==> config.mk <==
export PLATFORM = sky130hd
export DESIGN_NAME = pulse_count_stream
export DESIGN_NICKNAME = d
export VERILOG_FILES = /design/src/rtl/pulse_count_pkg.sv /design/src/rtl/sync_fifo_fwft.sv /design/src/rtl/pulse_count_stream.sv
export SDC_FILE = /design/constraint.sdc
export NUM_CORES = 1
export LEC_CHECK = 0
export CORE_UTILIZATION = 60
export CTS_CLUSTER_SIZE = 40
export DETAILED_ROUTE_END_ITERATION = 10
export PLACE_DENSITY_LB_ADDON = 0.08
export SETUP_SLACK_MARGIN = 0.5
export SLEW_MARGIN = 20
export SYNTH_ARGS = -nofsm -noshare
export SYNTH_HDL_FRONTEND = slang
export SYNTH_HIERARCHICAL = 1
export SYNTH_SLANG_ARGS = --single-unit
==> constraint.sdc <==
create_clock -name clk -period 4.4 [get_ports clk]
set_input_delay 0.88 -clock clk [delete_from_list [all_inputs] [get_ports clk]]
set_output_delay 0.88 -clock clk [all_outputs]
set_load 0.1 [all_outputs]
==> src/rtl/pulse_count_pkg.sv <==
// Shared types and defaults for the pulse-count record stream.
// The record is laid out {seq, ts, count}, MSB first.
package pulse_count_pkg;

  localparam int PCS_COUNTER_WIDTH = 24;
  localparam int PCS_TS_WIDTH      = 32;
  localparam int PCS_SEQ_WIDTH     = 8;
  localparam int DROP_CNT_WIDTH    = 16;

  typedef struct packed {
    logic [PCS_SEQ_WIDTH-1:0]     seq;
    logic [PCS_TS_WIDTH-1:0]      ts;
    logic [PCS_COUNTER_WIDTH-1:0] count;
  } pcs_rec_t;

endpackage

==> src/rtl/sync_fifo_fwft.sv <==
// First-word-fall-through FIFO: head visible whenever not empty, zero when empty.
// A push into a full FIFO is accepted when a pop happens in the same cycle.
module sync_fifo_fwft #(
  parameter int WIDTH = 8,
  parameter int DEPTH = 16
) (
  input  logic                     clk,
  input  logic                     rst_n,
  input  logic                     clear,
  input  logic                     push,
  input  logic [WIDTH-1:0]         push_dat,
  input  logic                     pop,
  output logic [WIDTH-1:0]         pop_dat,
  output logic [$clog2(DEPTH):0]   level,
  output logic                     full,
  output logic                     empty
);

  localparam int AW = $clog2(DEPTH);
  localparam int LW = AW + 1;

  logic [WIDTH-1:0] mem_q [DEPTH];
  logic [AW-1:0]    wr_ptr_q, wr_ptr_d, rd_ptr_q, rd_ptr_d;
  logic [LW-1:0]    level_q, level_d;
  logic             wr_en, rd_en;

  assign full  = (level_q == LW'(DEPTH));
  assign empty = (level_q == '0);
  assign level = level_q;
  assign wr_en = push && (!full || pop) && !clear;
  assign rd_en = pop && !empty && !clear;
  assign pop_dat = empty ? '0 : mem_q[rd_ptr_q];

  always_comb begin
    wr_ptr_d = wr_ptr_q;
    rd_ptr_d = rd_ptr_q;
    level_d  = level_q;
    if (clear) begin
      wr_ptr_d = '0;
      rd_ptr_d = '0;
      level_d  = '0;
    end else begin
      if (wr_en) wr_ptr_d = wr_ptr_q + AW'(1);
      if (rd_en) rd_ptr_d = rd_ptr_q + AW'(1);
      level_d = level_q + LW'(wr_en) - LW'(rd_en);
    end
  end

  always_ff @(posedge clk or negedge rst_n) begin
    if (!rst_n) begin
      wr_ptr_q <= '0;
      rd_ptr_q <= '0;
      level_q  <= '0;
    end else begin
      wr_ptr_q <= wr_ptr_d;
      rd_ptr_q <= rd_ptr_d;
      level_q  <= level_d;
    end
  end

  // Storage is unreset; the empty gate on pop_dat hides stale contents.
  always_ff @(posedge clk) begin
    if (wr_en) mem_q[wr_ptr_q] <= push_dat;
  end

endmodule

==> src/rtl/pulse_count_stream.sv <==
// Tags window counts with seq/timestamp, buffers them in a FWFT FIFO and streams them out.
// Define PCS_MOVAVG_EN to add a moving average of the last 2**AVG_LOG2 counts on m_avg.
module pulse_count_stream
  import pulse_count_pkg::*;
#(
  parameter int COUNTER_WIDTH = PCS_COUNTER_WIDTH,
  parameter int FIFO_DEPTH    = 16,
  parameter int TS_WIDTH      = PCS_TS_WIDTH,
  parameter int SEQ_WIDTH     = PCS_SEQ_WIDTH,
  parameter int AVG_LOG2      = 3
) (
  input  logic                          clk,
  input  logic                          rst_n,
  input  logic                          clear,
  input  logic [COUNTER_WIDTH-1:0]      count_in,
  input  logic                          count_valid_in,
  output logic                          m_valid,
  input  logic                          m_ready,
  output logic [COUNTER_WIDTH-1:0]      m_count,
  output logic [TS_WIDTH-1:0]           m_timestamp,
  output logic [SEQ_WIDTH-1:0]          m_seq,
  output logic [COUNTER_WIDTH-1:0]      m_avg,
  output logic [$clog2(FIFO_DEPTH):0]   fifo_level,
  output logic [DROP_CNT_WIDTH-1:0]     drop_cnt,
  output logic                          drop_sticky
);

  typedef struct packed {
    logic [SEQ_WIDTH-1:0]     seq;
    logic [TS_WIDTH-1:0]      ts;
    logic [COUNTER_WIDTH-1:0] count;
  } rec_t;

  logic [TS_WIDTH-1:0]       ts_q, ts_d;
  logic [SEQ_WIDTH-1:0]      seq_q, seq_d;
  logic [DROP_CNT_WIDTH-1:0] drop_cnt_q, drop_cnt_d;
  logic                      drop_sticky_q, drop_sticky_d;
  logic                      push, pop, full, empty, drop;
  rec_t                      push_rec, head_rec;

  assign push     = count_valid_in && !clear;
  assign pop      = m_valid && m_ready;
  assign drop     = push && full && !pop;
  assign push_rec = '{seq: seq_q, ts: ts_q, count: count_in};

  sync_fifo_fwft #(
    .WIDTH ($bits(rec_t)),
    .DEPTH (FIFO_DEPTH)
  ) u_fifo (
    .clk      (clk),
    .rst_n    (rst_n),
    .clear    (clear),
    .push     (push),
    .push_dat (push_rec),
    .pop      (pop),
    .pop_dat  (head_rec),
    .level    (fifo_level),
    .full     (full),
    .empty    (empty)
  );

  assign m_valid     = !empty;
  assign m_count     = head_rec.count;
  assign m_timestamp = head_rec.ts;
  assign m_seq       = head_rec.seq;
  assign drop_cnt    = drop_cnt_q;
  assign drop_sticky = drop_sticky_q;

  always_comb begin
    ts_d          = ts_q + TS_WIDTH'(1);
    seq_d         = seq_q;
    drop_cnt_d    = drop_cnt_q;
    drop_sticky_d = drop_sticky_q;
    if (clear) begin
      ts_d          = '0;
      seq_d         = '0;
      drop_cnt_d    = '0;
      drop_sticky_d = 1'b0;
    end else begin
      // Sequence advances on every strobe so downstream sees drops as gaps.
      if (count_valid_in) seq_d = seq_q + SEQ_WIDTH'(1);
      if (drop) begin
        drop_sticky_d = 1'b1;
        if (drop_cnt_q != '1) drop_cnt_d = drop_cnt_q + DROP_CNT_WIDTH'(1);
      end
    end
  end

  always_ff @(posedge clk or negedge rst_n) begin
    if (!rst_n) begin
      ts_q          <= '0;
      seq_q         <= '0;
      drop_cnt_q    <= '0;
      drop_sticky_q <= 1'b0;
    end else begin
      ts_q          <= ts_d;
      seq_q         <= seq_d;
      drop_cnt_q    <= drop_cnt_d;
      drop_sticky_q <= drop_sticky_d;
    end
  end

`ifdef PCS_MOVAVG_EN
  localparam int AVG_N = 1 << AVG_LOG2;
  localparam int SW    = COUNTER_WIDTH + AVG_LOG2;

  logic [COUNTER_WIDTH-1:0] hist_q [AVG_N];
  logic [SW-1:0]            sum_q, sum_d;
  logic [COUNTER_WIDTH-1:0] avg_q, avg_d;

  always_comb begin
    sum_d = sum_q + SW'(count_in) - SW'(hist_q[AVG_N-1]);
    avg_d = COUNTER_WIDTH'(sum_d >> AVG_LOG2);
  end

  always_ff @(posedge clk or negedge rst_n) begin
    if (!rst_n) begin
      for (int i = 0; i < AVG_N; i++) hist_q[i] <= '0;
      sum_q <= '0;
      avg_q <= '0;
    end else if (clear) begin
      for (int i = 0; i < AVG_N; i++) hist_q[i] <= '0;
      sum_q <= '0;
      avg_q <= '0;
    end else if (count_valid_in) begin
      hist_q[0] <= count_in;
      for (int i = 1; i < AVG_N; i++) hist_q[i] <= hist_q[i-1];
      sum_q <= sum_d;
      avg_q <= avg_d;
    end
  end

  assign m_avg = avg_q;
`else
  assign m_avg = '0;
`endif

endmodule
==> run_results.csv <==
group,metric,value,unit
outcome,outcome,"complete, no violations",
sta,timing.final.crit_period,4.09,ns
detailed_routing,detail_route.wirelength,94.5,mm
worst_setup_path,rr_worst_depth,19,
sta,timing_max_transition_violations_final,0,
global_routing,grt_resource_usage_total,0.274,
worst_setup_path,critPathLaunchType,"register",
floorplanning,floorplan.initialDensity,0.611,
yosys,postSynthAreaPerCell,21.8,um2
yosys,count_of_flip_flops_with_a_built_in_enable_after_synthesis,1024,
sta,timing_hold_violations_final,0,
sta,timing.final.setup_violations,0,
clock_tree,clock_insertion_delay_worst_skew,0.66,ns
pwr,switchingPower,8.66,mW
pwr,p_leak,15.9,nW
floorplanning,chipWidth,267,um
sta,tightest_slew,1.02,ns
clock_tree,cts_htree_levels,3,
clock_tree,max-clock-path-buffers,3,
sta,timing.slew.headroom,0.315,
pwr,power.clock.fraction,0.311,
pwr,pwr_density_cell,569,nW/um2
clock_tree,root_buffer,"sky130_fd_sc_hd__clkbuf_16",
detailed_routing,dr.first_iter.drc_count,2159,
final_layout,num_antenna_cells,0,
clock_tree,hold_bufs_at_cts,0,
yosys,yosys-top-cells-area,"sky130_fd_sc_hd__edfxtp_1, sky130_fd_sc_hd__mux4_2, sky130_fd_sc_hd__dfrtp_1",
worst_setup_path,endpoint_kind,"output pin",
yosys,syn_area,42300,um2
yosys,synth_top_cell_by_area,"sky130_fd_sc_hd__edfxtp_1",
sta,final_min_period_over_clock_period,0.929,
sta,maxClockFrequency,245,MHz
global_routing,grt-ovfl-total,0,
pwr,peakVddDrop,0.000569,V
placed_design,place_hpwl,49.4,mm
placed_design,gp_routability_congestion,0.767,
yosys,ys.flop_type,"sky130_fd_sc_hd__edfxtp_1",
sta,grt_setup_unrepaired,"true",
yosys,synth.ff_latch_count,1094,
clock_tree,cts.sink_count,1094,
floorplanning,die_area,71500,um2
worst_setup_path,worstPathCellList,"inv_4 -> ha_4 -> or4b_4 -> inv_6 -> buf_6 -> nor3_4 -> buf_12 -> a22o_1 -> a221o_1 -> buf_12",
pwr,comb_power_share,0.281,
pwr,power_switching_share,0.307,
yosys,seq_total_area_yosys,0.769,
min_path,hold_path.class,"input port to asynchronous set/reset pin",
detailed_routing,detail_route.vias_per_cell,6.57,
pwr,power_report.internal_total,19.5,mW
sta,clock_skew,0.0158,ns
detailed_routing,antenna_left,0,
run,maxCapViolCount,0,
worst_setup_path,crit_path_max_fanout,25,
yosys,syn-instance-count,1936,
final_layout,final_util,0.716,
worst_setup_path,timing.rr.start,"u_fifo/level[2]$_DFF_PN0_",
clock_tree,clock_transition_at_the_registers_of_the_reported_paths,0.06,ns
final_layout,area_growth,17.2,%
yosys,synth-warning-count,6,
yosys,yosysTopAreaCellShare,0.727,
detailed_routing,wire_per_inst,29.8,um
worst_setup_path,timing_worst_setup_path_type,"register to output pin",
yosys,synth_cell_type_count,60,
worst_setup_path,worst_ep_arrival_time,3.21,ns
worst_setup_path,path_delay_family,"buffers and inverters",
global_routing,grt_first_pass_wirelength,140,mm
final_layout,finalNetCount,2197,
detailed_routing,route.vias.total,20800,
floorplanning,die_height,267,um
floorplanning,placement_rows,96,
clock_tree,cts_buffers,106,
detailed_routing,drtPass1Iterations,5,
worst_setup_path,critPathSlowestCell,"sky130_fd_sc_hd__or4b_4",
worst_setup_path,max_stage_delay,0.51,ns
global_routing,antenna_found_initial,1,
worst_setup_path,timing.critical_path.required,3.52,ns
pwr,pwr-share-seq,0.408,
pwr,power,28.2,mW
global_routing,grt_max_degree,74,
final_layout,layout-drive-gt1-share,0.275,
worst_setup_path,rrSetupSlack,0.70,ns
final_layout,fill_cell_total_of_the_finished_layout,4068,
global_routing,first_global_vias,21500,
floorplanning,io_pins,140,
placed_design,port_buffers,115,
worst_setup_path,cp_num_buf_inv,5,
worst_setup_path,worst_setup_path_startpoint,"u_fifo/level[2]$_DFF_PN0_",
detailed_routing,drcViolationCount,0,
floorplanning,core_region_area,69200,um2
worst_setup_path,critical_path.most_common_cell,"sky130_fd_sc_hd__buf_12",
yosys,synthArstFlopShare,0.0640,
sta,finalSetupTns,0,ns
clock_tree,cts_tree,"yes",
worst_setup_path,r2r_end,"u_fifo/level[4]$_DFF_PN0_",
[cells by family (layout without fill, tap and decap cells)]
kind of cell               Yosys count  after routing  synth area share
AOI/OAI and AO/OA                  204            204            0.0392
xor gates and xnor gates            25             25           0.00518
adders and majority gates           15             15           0.00462
buffers and inverters              152            432            0.0196
DFF                               1094           1094             0.769
muxes                              262            262             0.138
other                                1             24         0.0000887
and+or+nand+nor                    183            184            0.0249
[per-layer routing]
| layer | vias up | share of wire | global-route usage | routed length, um |
|---|---|---|---|---|
| li1 | 8634 | - | - | - |
| met1 | 11200 | 0.40 | 0.384 | 37400 |
| met2 | 884 | 0.50 | 0.447 | 47700 |
| met3 | 168 | 0.077 | 0.0542 | 7250 |
| met4 | 2 | 0.023 | 0.0718 | 2130 |
| met5 | - | 0.00012 | 0 | 11 |
[worst max-delay path by stage]
stage,to,slack [ns],depth (start not counted)
global route,m_timestamp[13],0.26,11
finish,m_timestamp[23],0.31,10
global placement,u_fifo/level[4]$_DFF_PN0_,0.58,15
floorplan,u_fifo/level[4]$_DFF_PN0_,0.56,19
detailed placement,u_fifo/level[4]$_DFF_PN0_,0.59,15
CTS,m_timestamp[28],0.34,10
[power groups by stage]
stage / registers, mW / logic, mW / clock network, mW
4_1_cts: 11.5 / 7.94 / 8.90
5_1_grt: 11.5 / 8.19 / 9.29
6_report: 11.5 / 7.93 / 8.77
3_3_place_gp: 11.7 / 7.25 / 0
3_5_place_dp: 11.7 / 7.28 / 0
2_1_floorplan: 11.8 / 4.86 / 0
[registers in the layout, indices dropped and copies added (netlist names)]
signal,count
drop_cnt,16
drop_sticky,1
ts_q,32
seq_q,8
u_fifo/level,5
u_fifo/mem_q,1024
u_fifo/wr_ptr_q,4
u_fifo/rd_ptr_q,4
[final cells by class]
type / instances / area, um2 / share of cell area
Inverter: 24 / 100 / 0.00202
Clock inverter: 52 / 438 / 0.00884
Timing Repair Buffer: 213 / 3200 / 0.0646
Clock buffer: 143 / 2940 / 0.0592
Multi-Input combinational cell: 714 / 9180 / 0.185
Sequential cell: 1094 / 32500 / 0.656
Tap cell: 931 / 1160 / 0.0235
[placed cells by master, fill, tap and decap left out, drive strengths merged, types with 16 or more instances in the layout]
cell type and n:
a21oi 34, a22o 63, a221o 63, dfrtp 70
clkinv 37, clkdlybuf4s50 48, inv 27, or4 16
and3 19, nand3 18, mux4 256, buf 164
edfxtp 1024, conb 24, nor2 38, nand2 20
clkbuf 144
[synth_stat cells, types with 3 or more instances]
library cell                  n
sky130_fd_sc_hd__nor2b_1      9
sky130_fd_sc_hd__and3_1      18
sky130_fd_sc_hd__nand2_1     20
sky130_fd_sc_hd__dfrtp_1     70
sky130_fd_sc_hd__a22o_1      63
sky130_fd_sc_hd__buf_8        6
sky130_fd_sc_hd__nand4_1     14
sky130_fd_sc_hd__o31ai_1     14
sky130_fd_sc_hd__ha_1        14
sky130_fd_sc_hd__clkbuf_1    42
sky130_fd_sc_hd__or4_1       16
sky130_fd_sc_hd__o21ai_0     14
sky130_fd_sc_hd__inv_1       23
sky130_fd_sc_hd__xor2_1      10
sky130_fd_sc_hd__xnor2_1     15
sky130_fd_sc_hd__o41ai_1      4
sky130_fd_sc_hd__nor2_1      38
sky130_fd_sc_hd__edfxtp_1  1024
sky130_fd_sc_hd__a221o_1     63
sky130_fd_sc_hd__buf_4       28
sky130_fd_sc_hd__and4_1       5
sky130_fd_sc_hd__buf_2       40
sky130_fd_sc_hd__a21oi_1     34
sky130_fd_sc_hd__nor3_1      11
sky130_fd_sc_hd__nand3_1     18
sky130_fd_sc_hd__mux4_2     256
sky130_fd_sc_hd__buf_6        3
sky130_fd_sc_hd__o311ai_0     3
sky130_fd_sc_hd__mux2i_1      4
sky130_fd_sc_hd__or3_1       13
sky130_fd_sc_hd__nor4_1       5
sky130_fd_sc_hd__buf_1        6
[repair_timing]
item / CTS / global route
buffers inserted: 22 / 2
pin swaps: 18 / 16
resized for setup: 42 / 3
gates cloned: 8 / 1
endpoints found under the setup margin: 64 / 63
hold endpoints to repair: 0 / 0
[per-stage QoR]
stage | instance area [um2] | hold slack, ns | setup slack [ns] | cells
4_1_cts | 49500 | 0.433 | 0.337 | 3167
3_5_place_dp | 45500 | 0.484 | 0.592 | 2942
5_1_grt | 49500 | 0.119 | 0.262 | 3171
2_1_floorplan | 42400 | 0.558 | 0.559 | 1959
6_report | 49500 | 0.120 | 0.311 | 3171
3_3_place_gp | 45500 | 0.470 | 0.583 | 2942
Note: power is estimated with default switching activity, not from simulation.
